===== src/rtl/word_pack_pkg.sv =====
// word_pack_pkg: default widths, FSM state encoding and the lane keep-mask helper
// shared by the word_pack slice.
package word_pack_pkg;

  localparam int IN_W_DEF  = 8;
  localparam int RATIO_DEF = 4;
  localparam int KEEP_MAX  = 32;

  typedef enum logic [1:0] {
    ST_IDLE  = 2'd0,
    ST_PACK  = 2'd1,
    ST_FLUSH = 2'd2,
    ST_DONE  = 2'd3
  } state_t;

  // Low `lanes` bits set, LSB-first; callers narrow the result to their lane count.
  function automatic logic [KEEP_MAX-1:0] keep_mask(input int unsigned lanes);
    logic [KEEP_MAX-1:0] m;
    m = '0;
    for (int unsigned i = 0; i < KEEP_MAX; i++) begin
      m[i] = (i < lanes);
    end
    return m;
  endfunction

endpackage


===== src/rtl/word_pack_if.sv =====
// word_pack_if: block handshake, narrow input stream and wide output stream of word_pack.
// slave is the packer's view, master is the LOAD/WRITE/controller side.
interface word_pack_if import word_pack_pkg::*; #(
  parameter int IN_W  = IN_W_DEF,
  parameter int RATIO = RATIO_DEF
) ();

  logic                    ap_start;
  logic                    ap_done;
  logic                    ap_idle;
  logic                    ap_ready;
  logic [15:0]             len;
  logic [IN_W-1:0]         in_data;
  logic                    in_valid;
  logic                    in_ready;
  logic [IN_W*RATIO-1:0]   out_data;
  logic [RATIO-1:0]        out_keep;
  logic                    out_valid;
  logic                    out_ready;

  modport slave (
    input  ap_start, len, in_data, in_valid, out_ready,
    output ap_done, ap_idle, ap_ready, in_ready, out_data, out_keep, out_valid
  );

  modport master (
    output ap_start, len, in_data, in_valid, out_ready,
    input  ap_done, ap_idle, ap_ready, in_ready, out_data, out_keep, out_valid
  );

endinterface


===== src/rtl/word_pack_acc.sv =====
// word_pack_acc: lane register and lane count; narrow words fill the wide word
// little-endian, lane 0 first.
module word_pack_acc import word_pack_pkg::*; #(
  parameter int IN_W  = IN_W_DEF,
  parameter int RATIO = RATIO_DEF
) (
  input  logic                       clk,
  input  logic                       rst_n,
  input  logic                       clr,
  input  logic                       push,
  input  logic [IN_W-1:0]            din,
  output logic [IN_W*RATIO-1:0]      acc_p0,
  output logic [IN_W*RATIO-1:0]      acc_nxt,
  output logic [$clog2(RATIO)-1:0]   lane_cnt
);

  int unsigned lane_base;

  assign lane_base = 32'(lane_cnt) * IN_W;

  // The first lane of a group starts from zero so unfilled lanes of a partial word read as 0.
  always_comb begin
    acc_nxt = (lane_cnt == '0) ? '0 : acc_p0;
    acc_nxt[lane_base +: IN_W] = din;
  end

  // p0: lane register
  always_ff @(posedge clk) begin
    if (!rst_n) begin
      acc_p0   <= '0;
      lane_cnt <= '0;
    end else if (clr) begin
      lane_cnt <= '0;
    end else if (push) begin
      acc_p0   <= acc_nxt;
      lane_cnt <= lane_cnt + 1'b1;
    end
  end

endmodule


===== src/rtl/word_pack.sv =====
// word_pack: packs RATIO narrow words into one wide word with a block-level handshake.
// Define WORD_PACK_BEAT_CNT_EN to add the saturating beat_cnt output.
module word_pack import word_pack_pkg::*; #(
  parameter int IN_W  = IN_W_DEF,
  parameter int RATIO = RATIO_DEF
) (
  input  logic        ap_clk,
  input  logic        ap_rst_n,
`ifdef WORD_PACK_BEAT_CNT_EN
  output logic [31:0] beat_cnt,
  word_pack_if.slave  bus
`else
  word_pack_if.slave  bus
`endif
);

  localparam int OUT_W = IN_W * RATIO;
  localparam int LW    = $clog2(RATIO);

  state_t           state, state_nxt;
  logic [15:0]      rem_cnt;
  logic [OUT_W-1:0] acc_p0, acc_nxt, data_p1;
  logic [RATIO-1:0] keep_p1;
  logic             vld_p1;
  logic [LW-1:0]    lane_cnt;
  logic             start_acc, push, slot_free, take;
  logic             group_full, load_full, load_flush, acc_clr;

  assign slot_free  = !vld_p1 || bus.out_ready;
  assign take       = vld_p1 && bus.out_ready;
  assign bus.in_ready = (state == ST_PACK) && slot_free;
  assign push       = bus.in_valid && bus.in_ready;
  assign start_acc  = (state == ST_IDLE) && bus.ap_start;
  assign group_full = (lane_cnt == LW'(RATIO - 1));
  assign load_full  = push && group_full;
  assign load_flush = (state == ST_FLUSH) && slot_free;
  assign acc_clr    = start_acc || load_flush;

  word_pack_acc #(
    .IN_W  (IN_W),
    .RATIO (RATIO)
  ) u_acc (
    .clk      (ap_clk),
    .rst_n    (ap_rst_n),
    .clr      (acc_clr),
    .push     (push),
    .din      (bus.in_data),
    .acc_p0   (acc_p0),
    .acc_nxt  (acc_nxt),
    .lane_cnt (lane_cnt)
  );

  always_comb begin
    state_nxt    = state;
    bus.ap_idle  = 1'b0;
    bus.ap_done  = 1'b0;
    bus.ap_ready = 1'b0;
    case (state)
      ST_IDLE: begin
        bus.ap_idle = 1'b1;
        if (bus.ap_start) state_nxt = (bus.len == 16'd0) ? ST_DONE : ST_PACK;
      end
      ST_PACK: begin
        if (push && rem_cnt == 16'd1) state_nxt = group_full ? ST_DONE : ST_FLUSH;
      end
      ST_FLUSH: begin
        if (slot_free) state_nxt = ST_DONE;
      end
      ST_DONE: begin
        // Completion waits until the last wide word has left the output register.
        if (!vld_p1) begin
          bus.ap_done  = 1'b1;
          bus.ap_ready = 1'b1;
          state_nxt    = ST_IDLE;
        end
      end
      default: state_nxt = ST_IDLE;
    endcase
  end

  // p1: control state and wide output register
  always_ff @(posedge ap_clk) begin
    if (!ap_rst_n) begin
      state   <= ST_IDLE;
      rem_cnt <= '0;
      data_p1 <= '0;
      keep_p1 <= '0;
      vld_p1  <= 1'b0;
    end else begin
      state <= state_nxt;
      if (start_acc) rem_cnt <= bus.len;
      else if (push && rem_cnt != 16'd0) rem_cnt <= rem_cnt - 16'd1;
      if (load_full) begin
        data_p1 <= acc_nxt;
        keep_p1 <= '1;
        vld_p1  <= 1'b1;
      end else if (load_flush) begin
        data_p1 <= acc_p0;
        keep_p1 <= RATIO'(keep_mask(32'(lane_cnt)));
        vld_p1  <= 1'b1;
      end else if (take) begin
        vld_p1  <= 1'b0;
      end
    end
  end

  assign bus.out_data  = data_p1;
  assign bus.out_keep  = keep_p1;
  assign bus.out_valid = vld_p1;

`ifdef WORD_PACK_BEAT_CNT_EN
  always_ff @(posedge ap_clk) begin
    if (!ap_rst_n) beat_cnt <= '0;
    else if (take && beat_cnt != '1) beat_cnt <= beat_cnt + 32'd1;
  end
`endif

endmodule


===== src/flat_wrapper.sv =====
// flat-port wrapper written by rule: the top's interface ports become plain ports
module word_pack_flat import word_pack_pkg::*;
#(
  parameter int IN_W  = IN_W_DEF,
  parameter int RATIO = RATIO_DEF
)
  (ap_clk, ap_rst_n, bus_ap_start, bus_len, bus_in_data, bus_in_valid, bus_out_ready, bus_ap_done, bus_ap_idle, bus_ap_ready, bus_in_ready, bus_out_data, bus_out_keep, bus_out_valid);
  word_pack_if #(.IN_W(IN_W), .RATIO(RATIO)) bus_i ();
  input  logic ap_clk;
  input  logic ap_rst_n;
  input wire logic [$bits(bus_i.ap_start)-1:0] bus_ap_start;
  input wire logic [$bits(bus_i.len)-1:0] bus_len;
  input wire logic [$bits(bus_i.in_data)-1:0] bus_in_data;
  input wire logic [$bits(bus_i.in_valid)-1:0] bus_in_valid;
  input wire logic [$bits(bus_i.out_ready)-1:0] bus_out_ready;
  output wire logic [$bits(bus_i.ap_done)-1:0] bus_ap_done;
  output wire logic [$bits(bus_i.ap_idle)-1:0] bus_ap_idle;
  output wire logic [$bits(bus_i.ap_ready)-1:0] bus_ap_ready;
  output wire logic [$bits(bus_i.in_ready)-1:0] bus_in_ready;
  output wire logic [$bits(bus_i.out_data)-1:0] bus_out_data;
  output wire logic [$bits(bus_i.out_keep)-1:0] bus_out_keep;
  output wire logic [$bits(bus_i.out_valid)-1:0] bus_out_valid;
  assign bus_i.ap_start = bus_ap_start;
  assign bus_i.len = bus_len;
  assign bus_i.in_data = bus_in_data;
  assign bus_i.in_valid = bus_in_valid;
  assign bus_i.out_ready = bus_out_ready;
  assign bus_ap_done = bus_i.ap_done;
  assign bus_ap_idle = bus_i.ap_idle;
  assign bus_ap_ready = bus_i.ap_ready;
  assign bus_in_ready = bus_i.in_ready;
  assign bus_out_data = bus_i.out_data;
  assign bus_out_keep = bus_i.out_keep;
  assign bus_out_valid = bus_i.out_valid;
  word_pack #(.IN_W(IN_W), .RATIO(RATIO)) u_core (.ap_clk(ap_clk), .ap_rst_n(ap_rst_n), .bus(bus_i));
endmodule

===== config.mk =====
export PLATFORM = sky130hd
export DESIGN_NAME = word_pack_flat
export DESIGN_NICKNAME = d
export VERILOG_FILES = /design/src/rtl/word_pack_pkg.sv /design/src/rtl/word_pack_if.sv /design/src/rtl/word_pack_acc.sv /design/src/rtl/word_pack.sv /design/src/flat_wrapper.sv
export SDC_FILE = /design/constraint.sdc
export NUM_CORES = 1
export LEC_CHECK = 0
export BUFFER_PORTS_ARGS = -buffer_cell sky130_fd_sc_hd__buf_2
export CAP_MARGIN = 30
export CORE_ASPECT_RATIO = 1.25
export CORE_UTILIZATION = 40
export DETAILED_ROUTE_END_ITERATION = 6
export GPL_TIMING_DRIVEN = 0
export PLACE_DENSITY = 0.65
export SLEW_MARGIN = 30
export SYNTH_ARGS = -nofsm -noshare
export SYNTH_HDL_FRONTEND = slang
export SYNTH_SLANG_ARGS = --single-unit

===== constraint.sdc =====
create_clock -name ap_clk -period 4.2 [get_ports ap_clk]
set_input_delay 0.21 -clock ap_clk [delete_from_list [all_inputs] [get_ports ap_clk]]
set_output_delay 0.21 -clock ap_clk [all_outputs]
set_load 0.01 [all_outputs]

==> flow_summary.yaml, run 1 <==
run_status:
  status: "complete, no violations"
route:
  first_pass_iters: 4
  post-route-drc-count: 0
  wl_per_cell_um: 16.5
  viasPerCell: 5.72
  vias: 4297
  ant_nets: 0
  drt_wl_total_um: 12400
  detail_route.iter0.violations: 228
worst_hold_path:
  min_delay_path_depth: 3
  worstHoldEndpoint: "u_core.rem_cnt[4]"
  min_from: "bus_len[4]"
  hold_class: "in -> reg"
finish:
  n_antenna_cell: 0
  post-route-cell-area_mm2: 0.00521
  instances_no_fill: 751
  area_growth_pct: 17.7
  final_nets: 657
  fill_cells: 1068
  mostFrequentLayoutCells: "89 x nand2_1, 89 x dfxtp_1, 79 x buf_2"
  final_core_util: 0.488
  multi_input_area_mm2: 0.00244
  layout-drive-gt1-share: 0.181
  regArea_mm2: 0.00178
synthesis:
  synth-async-reset-ratio: 0
  synth.distinct_cells: 50
  ys.flop_type: "dfxtp_1"
  avgSynthCellArea_um2: 8.26
  synth_top_area_cell: "dfxtp_1"
  seq_area_frac_synth: 0.402
  yosys_warnings: 0
  syn_area_mm2: 0.00443
  syn-instance-count: 536
  synth_edf_count: 0
  synth.top_cell.area_share: 0.402
  synthTopCellsByArea: "dfxtp_1 40%, a211oi_1 9.3%, nand2_1 7.5%"
  syn-num-nets: 577
  ys_ff_latch: 89
clock_network:
  insertion_delay_ps: 340
  cts_max_level: 3
  cts.hold.buffers_added: 0
  cts_num_sinks: 89
  cts.clk_slew.worst_paths_ps: 60
  cts_resized: 0
  cts_tree: "built"
  cts_made_buffers: 9
  post_cts_buffers: 0
  root_buffer: "clkbuf_16"
  cts_buffer_depth: 2
floorplanning:
  ios: 70
  die-area_mm2: 0.0115
  rows: 42
  core_area_mm2: 0.0107
  die_w_um: 96.1
  initial_core_util: 0.415
  die_h_um: 120
worst_setup_path:
  worstSetupPathType: "reg -> reg"
  crit_chain: "buf_2 -> inv_1 -> ha_1 -> nor3_1 -> a22oi_1 -> a211oi_1"
  r2r_cells: 6
  cp_max_fo: 9
  cp-end-kind: "flip-flop"
  crit_buf_inv: 2
  cp_num_cells: 6
  slowest_delay_ps: 830
  crit_path_start_kind: "flip-flop"
  crit_required_ps: 4450
  crit-reg2reg-launch: "u_core.u_acc.lane_cnt[0]"
  reg2reg_to: "u_core.bus.out_data[2]"
  critPathSlowestCell: "nor3_1"
  ff2ff_setup_slack_ps: 1640
  path_delay_family: "simple AND/OR/NAND/NOR gates"
  critPathArrivalTime_ps: 2810
sta:
  skew_ps: 4.60
  hold-worst-slack_ps: 158
  slew_headroom: 0.342
  period_share: 0.610
  finalSetupTns_ps: 0
  setup_slack_ps: 1640
  hold_viol_final: 0
  rsz0062_at_grt: "no"
  tightest_slew_ps: 980
  finalSetupViolCount: 0
  finalCriticalPeriod_ps: 2560
  slew_viol_final: 0
  max_freq_mhz: 390
placed_design:
  gp_congestion: 0.860
  portBuffers: 69
  dp_slack_ps: 1730
  place_inst: 737
  dpl_cell_area_mm2: 0.00494
  hpwl_um: 9020
global_routing:
  grt_pass1_wl_um: 20300
  grt_antenna_before_repair: 0
  track_usage: 0.230
  grt_overflow_total: 0
  grt_max_degree: 14
  grt_pass1_vias: 4106
power:
  pwr-share-comb: 0.323
  power_switching_uw: 1000
  p_sw_frac: 0.366
  p_int_mw: 1.73
  seq_power_share: 0.401
  power.density_mw_per_mm2: 524
  ir_worst_vdd_mv: 0.246
  power.static_leakage_nw: 1.90
  total_power_mw: 2.73
  power_frac_clock: 0.275
job:
  drv_cap: 0
[metal layers]
metal / global-route usage / up-vias / share of wire
met1: 0.281 / 2038 / 0.44
met2: 0.398 / 131 / 0.49
li1: - / 2113 / -
met4: 0.0821 / 0 / 0.019
met5: 0 / - / 0
met3: 0.0368 / 15 / 0.050
[flip-flops by register name, summed over array words and instances (netlist names)]
signal                 cells
u_core.bus.out_data       32
u_core.bus.out_keep        4
u_core.bus.out_valid       1
u_core.rem_cnt            16
u_core.state               2
u_core.u_acc.acc_p0       32
u_core.u_acc.lane_cnt      2
[tightest hold or removal path, stage by stage]
cell and delay [ps]:
buf_2 90, o21ai_0 70, nor2_1 90
[cell usage after synthesis (8+ instances only)]
cell type	number
a211oi_1	55
a21oi_1	26
a22oi_1	26
and3_1	28
buf_2	10
clkbuf_1	22
dfxtp_1	89
ha_1	12
inv_1	8
nand2_1	89
nand3_1	11
nor2_1	53
o21ai_0	18
[power by group through the flow]
stage | logic [mW] | clock network (mW) | registers [mW]
5_1_grt | 0.980 | 0.800 | 1.11
3_3_place_gp | 0.856 | 0 | 1.11
6_report | 0.883 | 0.752 | 1.10
4_1_cts | 0.880 | 0.766 | 1.09
3_5_place_dp | 0.873 | 0 | 1.11
2_1_floorplan | 0.644 | 0 | 1.10
[final cells by class]
| cell class | instances | area share |
|---|---|---|
| Multi-Input combinational cell | 400 | 0.469 |
| Sequential cell | 89 | 0.342 |
| Timing Repair Buffer | 69 | 0.0663 |
| Clock buffer | 12 | 0.0492 |
| Buffer | 38 | 0.0327 |
| Tap cell | 132 | 0.0317 |
| Inverter | 9 | 0.00648 |
| Clock inverter | 2 | 0.00288 |
[kinds of logic after synthesis]
family                     Yosys count  synth area share
adders and majority gates           12            0.0339
xor gates and xnor gates             9            0.0178
DFF                                 89             0.402
buffers and inverters               47            0.0461
AOI/OAI and AO/OA                  152             0.240
and+or+nand+nor                    227             0.259
[how the worst max path moves through the flow]
stage                                   startpoint                     end  slack (ps)
after floorplan           u_core.u_acc.lane_cnt[0]  u_core.bus.out_data[0]        2210
after global placement    u_core.u_acc.lane_cnt[0]  u_core.bus.out_data[3]        1800
after detailed placement  u_core.u_acc.lane_cnt[0]  u_core.bus.out_data[3]        1730
after CTS                 u_core.u_acc.lane_cnt[0]  u_core.bus.out_data[2]        1700
after global routing      u_core.u_acc.lane_cnt[0]  u_core.bus.out_data[1]        1440
final                     u_core.u_acc.lane_cnt[0]  u_core.bus.out_data[2]        1640
(Power assumes the default switching activity.)
==> inputs of run 2 (changes only) <==
Settings changed: PLACE_DENSITY 0.65 to 0.67.
Clock period 4.2 ns to 2.11 ns, I/O delays scaled along.
==> flow_summary.yaml, run 2 (synthesis results as in run 1) <==
worst_hold_path:
  hold_class: "in -> reg"
  min_delay_path_depth: 3
worst_setup_path:
  critPathArrivalTime_ps: 2240
  crit_path_start_kind: "flip-flop"
  crit_required_ps: 2370
  cp-end-kind: "flip-flop"
  r2r_cells: 7
  worstSetupPathType: "reg -> reg"
  cp_max_fo: 9
placed_design:
  hpwl_um: 8950
  dpl_cell_area_mm2: 0.00494
  portBuffers: 69
  gp_congestion: 0.909
  dp_slack_ps: -399
finish:
  final_nets: 657
  mostFrequentLayoutCells: "89 x dfxtp_1, 88 x nand2_1, 80 x buf_2"
  area_growth_pct: 21.4
  layout-drive-gt1-share: 0.229
  n_antenna_cell: 0
  post-route-cell-area_mm2: 0.00538
  final_common_cell: "dfxtp_1"
  fill_cells: 1030
floorplanning:
  die_h_um: 120
  die-area_mm2: 0.0115
  initial_core_util: 0.415
  ios: 70
  die_w_um: 96.1
  core_area_mm2: 0.0107
  rows: 42
sta:
  finalSetupViolCount: 0
  slew_viol_final: 0
  hold_viol_final: 0
  tightest_slew_ps: 573
  period_share: 0.939
  skew_ps: 6.38
  setup_slack_ps: 129
  finalCriticalPeriod_ps: 1980
  rsz0062_at_grt: "no"
  max_freq_mhz: 505
  finalSetupTns_ps: 0
  slew_headroom: 0.615
route:
  viasPerCell: 5.77
  detail_route.iter0.violations: 206
  first_pass_iters: 4
  wl_per_cell_um: 16.6
  drt_wl_total_um: 12500
  vias: 4343
  ant_nets: 0
  post-route-drc-count: 0
global_routing:
  grt_pass1_vias: 4062
  track_usage: 0.224
  grt_antenna_before_repair: 0
  grt_overflow_total: 0
  grt_max_degree: 15
  grt_pass1_wl_um: 19700
clock_network:
  cts_made_buffers: 9
  root_buffer: "clkbuf_16"
  cts_max_level: 3
  cts.clk_slew.worst_paths_ps: 60
  cts_num_sinks: 89
  cts_tree: "built"
  insertion_delay_ps: 350
  cts.hold.buffers_added: 0
  cts_buffer_depth: 2
power:
  power.density_mw_per_mm2: 1070
  ir_worst_vdd_mv: 0.588
  pwr-share-comb: 0.323
  p_sw_frac: 0.356
  power_frac_clock: 0.296
  p_int_mw: 3.69
  power.static_leakage_nw: 1.96
  power_switching_mw: 2.04
  seq_power_share: 0.381
job:
  drv_cap: 0
run_status:
  status: "complete, no violations"
-- run 2: changes by cell type in the layout (fill, tap and decap cells not counted), moves of 2 or more --
| cell | change |
|---|---|
| ha_1 | -3 |
| buf_1 | -2 |
| clkbuf_2 | +6 |
| ha_2 | +2 |
| buf_4 | +3 |
| clkbuf_1 | -9 |
| buf_6 | +2 |
| clkbuf_8 | -2 |
| nor2_1 | -5 |
| nor2_2 | +2 |
| nor2_4 | +3 |
| bufinv_16 | +2 |
-- run 2: power groups by stage --
stage          logic, mW  clock network, mW  registers, mW
2_1_floorplan       1.28                  0           2.18
3_3_place_gp        1.70                  0           2.20
3_5_place_dp        1.74                  0           2.21
4_1_cts             1.79               1.73           2.18
5_1_grt             2.05               1.79           2.21
6_report            1.85               1.70           2.18
-- run 2: worst max-delay path: stages, from the launching register on --
cell and delay, ps:
dfxtp_1 410, buf_6 170, inv_1 100, ha_4 340
nor4bb_2 270, buf_4 220, a22oi_1 120, a211oi_1 260
-- run 2: what timing repair did --
action                     4_1_cts  5_1_grt
resized for setup               14       34
setup endpoints to repair       56       67
buffers inserted                 1        1
pin swaps                        1        2
-- run 2: cell type report --
| class | count | area [um2] | area share |
|---|---|---|---|
| buffer | 36 | 190 | 0.0354 |
| clock buffer | 11 | 233 | 0.0433 |
| clock inverter | 5 | 80.1 | 0.0149 |
| inverter | 9 | 33.8 | 0.00628 |
| multi-input combinational | 400 | 2530 | 0.471 |
| sequential | 89 | 1780 | 0.331 |
| tap | 132 | 165 | 0.0307 |
| timing repair buffer | 71 | 360 | 0.0670 |
-- run 2: per-layer routing --
metal	part of all wire	GRT usage	routed length [um]	up-vias
met3	0.054	0.0399	673	23
met5	0	0	0	-
met2	0.48	0.365	6020	135
met1	0.44	0.282	5430	2059
li1	-	-	-	2126
met4	0.027	0.107	341	0
-- run 2: worst paths after layout --
check                                         startpoint                 endpoint  slack [ps]
worst max-delay path            u_core.u_acc.lane_cnt[0]  u_core.bus.out_data[18]         130
worst min-delay path                          bus_len[4]        u_core.rem_cnt[4]          50
worst max register to register  u_core.u_acc.lane_cnt[0]  u_core.bus.out_data[18]         130
worst min register to register    u_core.bus.out_keep[2]   u_core.bus.out_keep[2]         470
-- run 2: per-stage QoR --
| step | utilization | cells | hold slack (ps) | power [mW] |
|---|---|---|---|---|
| floorplan | - | 536 | 244 | 3.46 |
| global placement | 0.463 | 737 | 394 | 3.90 |
| detailed placement | 0.463 | 737 | 413 | 3.95 |
| CTS | 0.497 | 754 | 49.9 | 5.69 |
| global route | 0.504 | 753 | 60.2 | 6.05 |
| finish | 0.504 | 753 | 51.5 | 5.73 |
